$ cat src/rtl/grn_floyd_ctrl.sv
// grn_floyd_ctrl: sweeps a range of initial states and runs Floyd cycle detection
// on an attached pair of next-state registers, one result per trajectory.
`default_nettype none

module grn_floyd_ctrl #(
  parameter int STATE_W = 8,
  parameter int CNT_W   = 16
) (
  input  logic               clk,
  input  logic               rst,
  input  logic               start,
  input  logic [STATE_W-1:0] init_first,
  input  logic [STATE_W-1:0] init_last,
  input  logic [CNT_W-1:0]   max_steps,
  output logic               reset_nos,
  output logic [STATE_W-1:0] init_state,
  output logic               start_s0,
  output logic               start_s1,
  input  logic [STATE_W-1:0] sos_s0,
  input  logic [STATE_W-1:0] sos_s1,
  output logic               res_valid,
  input  logic               res_ready,
  output logic [STATE_W-1:0] res_init,
  output logic [CNT_W-1:0]   res_steps,
  output logic               res_timeout,
  output logic               busy,
  output logic               done
);

  typedef enum logic [2:0] {
    S_IDLE   = 3'd0,
    S_LOAD   = 3'd1,
    S_RUN    = 3'd2,
    S_REPORT = 3'd3,
    S_FIN    = 3'd4
  } state_t;

  state_t             state_q;
  logic [STATE_W-1:0] cur_q;
  logic [STATE_W-1:0] last_q;
  logic [CNT_W-1:0]   max_q;
  logic [CNT_W-1:0]   c_q;
  logic               reset_nos_q;
  logic               adv_q;
  logic               res_valid_q;
  logic [STATE_W-1:0] res_init_q;
  logic [CNT_W-1:0]   res_steps_q;
  logic               res_timeout_q;
  logic               busy_q;
  logic               done_q;

  logic               meet_w;
  assign meet_w = (c_q != '0) && !c_q[0] && (sos_s0 == sos_s1);

  always_ff @(posedge clk) begin
    if (rst) begin
      state_q       <= S_IDLE;
      cur_q         <= '0;
      last_q        <= '0;
      max_q         <= '0;
      c_q           <= '0;
      reset_nos_q   <= 1'b0;
      adv_q         <= 1'b0;
      res_valid_q   <= 1'b0;
      res_init_q    <= '0;
      res_steps_q   <= '0;
      res_timeout_q <= 1'b0;
      busy_q        <= 1'b0;
      done_q        <= 1'b0;
    end else begin
      reset_nos_q <= 1'b0;
      adv_q       <= 1'b0;
      done_q      <= 1'b0;
      case (state_q)
        S_IDLE: begin
          if (start) begin
            cur_q       <= init_first;
            last_q      <= init_last;
            max_q       <= max_steps;
            c_q         <= '0;
            reset_nos_q <= 1'b1;
            busy_q      <= 1'b1;
            state_q     <= S_LOAD;
          end
        end
        S_LOAD: begin
          c_q     <= '0;
          state_q <= S_RUN;
        end
        S_RUN: begin
          // Outputs are registered, so the cycle carrying an advance pulse is
          // skipped: the state registers only show the new values one cycle later.
          if (!adv_q) begin
            if (meet_w || (c_q == max_q)) begin
              res_valid_q   <= 1'b1;
              res_init_q    <= cur_q;
              res_steps_q   <= c_q;
              res_timeout_q <= !meet_w;
              state_q       <= S_REPORT;
            end else begin
              adv_q <= 1'b1;
              c_q   <= c_q + 1'b1;
            end
          end
        end
        S_REPORT: begin
          if (res_ready) begin
            res_valid_q <= 1'b0;
            if (cur_q == last_q) begin
              done_q  <= 1'b1;
              state_q <= S_FIN;
            end else begin
              cur_q       <= cur_q + 1'b1;
              reset_nos_q <= 1'b1;
              state_q     <= S_LOAD;
            end
          end
        end
        S_FIN: begin
          busy_q  <= 1'b0;
          state_q <= S_IDLE;
        end
        default: begin
          busy_q  <= 1'b0;
          state_q <= S_IDLE;
        end
      endcase
    end
  end

  assign reset_nos   = reset_nos_q;
  assign init_state  = cur_q;
  assign start_s0    = adv_q;
  assign start_s1    = adv_q;
  assign res_valid   = res_valid_q;
  assign res_init    = res_init_q;
  assign res_steps   = res_steps_q;
  assign res_timeout = res_timeout_q;
  assign busy        = busy_q;
  assign done        = done_q;

endmodule

`default_nettype wire
$ cat config.mk
export PLATFORM = sky130hd
export DESIGN_NAME = grn_floyd_ctrl
export DESIGN_NICKNAME = d
export VERILOG_FILES = /design/src/rtl/grn_floyd_ctrl.sv
export SDC_FILE = /design/constraint.sdc
export NUM_CORES = 1
export LEC_CHECK = 0
export ABC_AREA = 1
export CORE_MARGIN = 2
export CORE_UTILIZATION = 35
export DETAILED_ROUTE_END_ITERATION = 12
export GPL_ROUTABILITY_DRIVEN = 1
export SETUP_SLACK_MARGIN = 0.05
export SLEW_MARGIN = 30
export SYNTH_ARGS = -nofsm -noshare
export SYNTH_HDL_FRONTEND = slang
export SYNTH_SLANG_ARGS = --single-unit
export TNS_END_PERCENT = 20
$ cat constraint.sdc
create_clock -name clk -period 4.9 [get_ports clk]
set_input_delay 0.735 -clock clk [delete_from_list [all_inputs] [get_ports clk]]
set_output_delay 0.735 -clock clk [all_outputs]
set_load 0.05 [all_outputs]
==> flow_summary.json <==
{
  "coreArea_sq_um": 12200,
  "slew_headroom": 0.465,
  "die-area_sq_um": 13500,
  "drt_iter0_drc": 308,
  "netlist_area_sq_um": 4400,
  "post_route_cells_drive_above_1_share": 0.0528,
  "synth_area_leader_cell": "dfxtp_1",
  "routed_wirelength_mm": 12.0,
  "synth.most_common_cell": "nand2_1",
  "crit_slowest_cell": "clkdlybuf4s50_1",
  "status": "complete, no violations",
  "synth_top_area_share": 0.368,
  "via_per_inst": 4.67,
  "grt_max_degree": 50,
  "vdd_drop_max_uv": 301,
  "seq_area_sq_um": 1620,
  "crit_path_max_incr_delay_ns": 0.87,
  "cts.clk_slew.worst_paths_ns": 0.06,
  "whs_path_depth": 2,
  "layout_worst_path_cycle_share": 0.506,
  "placed_cell_area_sq_um": 5360,
  "hold_buffers": 0,
  "hold_viol": 0,
  "final_design_area_no_fill_sq_um": 5710,
  "cts_tree": "done",
  "cp.depth": 1,
  "gp_congestion": 0.875,
  "required_ns": 4.16,
  "drv_cap": 0,
  "p_switching_mw": 1.32,
  "grt-ovfl-total": 0,
  "grt_pass1_wl_mm": 19.4,
  "n_antenna_cell": 0,
  "clockPowerShare": 0.254,
  "worstPathCellList": "clkdlybuf4s50_1",
  "grt_setup_unrepaired": "no",
  "period_minus_slack_ns": 2.48,
  "hp-class": "reg -> reg",
  "fillers": 1272,
  "comb_power_share": 0.419,
  "cellPowerDensity_nw_per_um2": 542,
  "clock_skew_ns": 0.00980,
  "die_y_um": 116,
  "synth_cells": 701,
  "io_pins": 91,
  "ys_seq_elements": 81,
  "yosysUniqueCellTypes": 37,
  "power.leakage_nw": 2.56,
  "cts_made_buffers": 9,
  "worstPathArrival_ns": 1.74,
  "synthArstFlopShare": 0,
  "nets": 826,
  "post_synth_main_area_contributors": "dfxtp_1, nand2_1, nor2_1",
  "wl_per_cell_um": 12.7,
  "rr_worst_depth": 12,
  "grt_pass1_vias": 4137,
  "clockRootBuffer": "clkbuf_16",
  "start_kind": "flip-flop",
  "ys_seq_area_frac": 0.368,
  "setup_tns_ns": 0,
  "io_buffers": 90,
  "ys.flop_type": "dfxtp_1",
  "synth_edf_count": 0,
  "clockBufferDepth": 2,
  "clock_latency_ns": 0.34,
  "path_buf_inv": 1,
  "hpwl_mm": 8.62,
  "postCtsSetupBuffers": 0,
  "num_rows": 40,
  "ys.warnings.count": 0,
  "ant_nets": 0,
  "cts.sinks": 81,
  "cp_max_fo": 7,
  "drt-pass1-iter-count": 4,
  "cts-resized-gates": 0,
  "tightest_slew_ns": 0.800,
  "die_w_um": 116,
  "start_util": 0.362,
  "yosys-top-cells-count": "nand2_1, nor2_1, inv_1",
  "setup_viol": 0,
  "path_delay_family": "buffers and inverters",
  "fmax_ghz": 0.403,
  "p_int_mw": 1.77,
  "synth.avg_cell_area_sq_um": 6.28,
  "htree_levels": 3,
  "vias": 4410,
  "worst-setup-path-type": "reg -> out",
  "endpoint_kind": "output pin",
  "power.share.sequential": 0.327,
  "multi_input_area_sq_um": 2230,
  "area_growth_syn_to_layout_pct": 29.7,
  "swShare": 0.428,
  "drc": 0,
  "grtUsageTotal": 0.183,
  "antenna_found_initial": 0,
  "fin_hold_ws_ns": 0.450,
  "syn-num-nets": 756,
  "slew_violations": 0
}
## power by group through the flow
stage / Combinational [mW] / Sequential [mW] / Clock [mW]
finish: 1.29 / 1.01 / 0.786
global route: 1.45 / 1.04 / 0.826
CTS: 1.29 / 1.01 / 0.795
detailed placement: 1.28 / 1.02 / 0
global placement: 1.27 / 1.02 / 0
floorplan: 0.829 / 1.11 / 0
## worst paths after layout
| kind | from | endpoint | slack, ns |
|---|---|---|---|
| worst min register to register | res_valid$_SDFFE_PP0P_ | res_valid$_SDFFE_PP0P_ | 0.45 |
| worst max-delay path | init_state[2]$_SDFFE_PP0P_ | init_state[2] | 2.42 |
| worst min-delay path | res_valid$_SDFFE_PP0P_ | res_valid$_SDFFE_PP0P_ | 0.45 |
| worst max register to register | c_q[0]$_SDFFE_PP0P_ | res_steps[14]$_SDFFE_PP0P_ | 2.54 |
## through the flow
stage	total power, mW	cells	utilization	worst slack, ns
after floorplan	1.94	701	-	3.07
after global placement	2.30	928	0.440	1.89
after detailed placement	2.30	928	0.440	1.81
after CTS	3.10	944	0.469	2.16
after global routing	3.31	944	0.469	2.30
final	3.09	944	0.469	2.42
## layout by cell type (no fill, tap or decap), types with 2 or more instances in the layout
cell and n:
bufinv_16 3, nand2_4 2, ha_1 3, a21oi_1 49, nor2_1 118, nand2_1 191
nand4_1 6, o31ai_1 2, o21ai_0 32, inv_2 8, nor3_1 12, nor2_2 2
xnor2_1 10, inv_1 92, clkdlybuf4s50_1 90, nand3_1 36, xor2_1 4, nand2_2 3
o21ai_1 2, buf_4 3, clkbuf_16 9, dfxtp_1 81
## kinds of logic after synthesis
group           count (synthesis)  share of synthesized area
simple gates                  375                      0.351
buf+inv                       135                      0.127
compound gates                 93                      0.117
flops                          81                      0.368
xor+xnor                       14                     0.0279
fa+ha+maj                       3                    0.00853
## layer usage
layer	track usage	vias to the layer above	part of all wire
met3	0.0436	16	0.048
met1	0.238	1972	0.47
met2	0.304	115	0.47
met5	0	-	0
li1	-	2307	-
met4	0.0516	0	0.012
## final cells by class
| class | count | area share |
|---|---|---|
| Inverter | 101 | 0.0669 |
| Multi-Input combinational cell | 485 | 0.390 |
| Clock buffer | 11 | 0.0425 |
| Clock inverter | 5 | 0.0180 |
| Timing Repair Buffer | 93 | 0.162 |
| Tap cell | 168 | 0.0368 |
| Sequential cell | 81 | 0.284 |
## registers in the layout, indices dropped and copies added (netlist names), 3 cells and up
signal and cells:
c_q 16, max_q 16, res_steps 16, init_state 8, last_q 8, res_init 8
state_q 3
No activity file was read; power rests on OpenSTA's default activity.
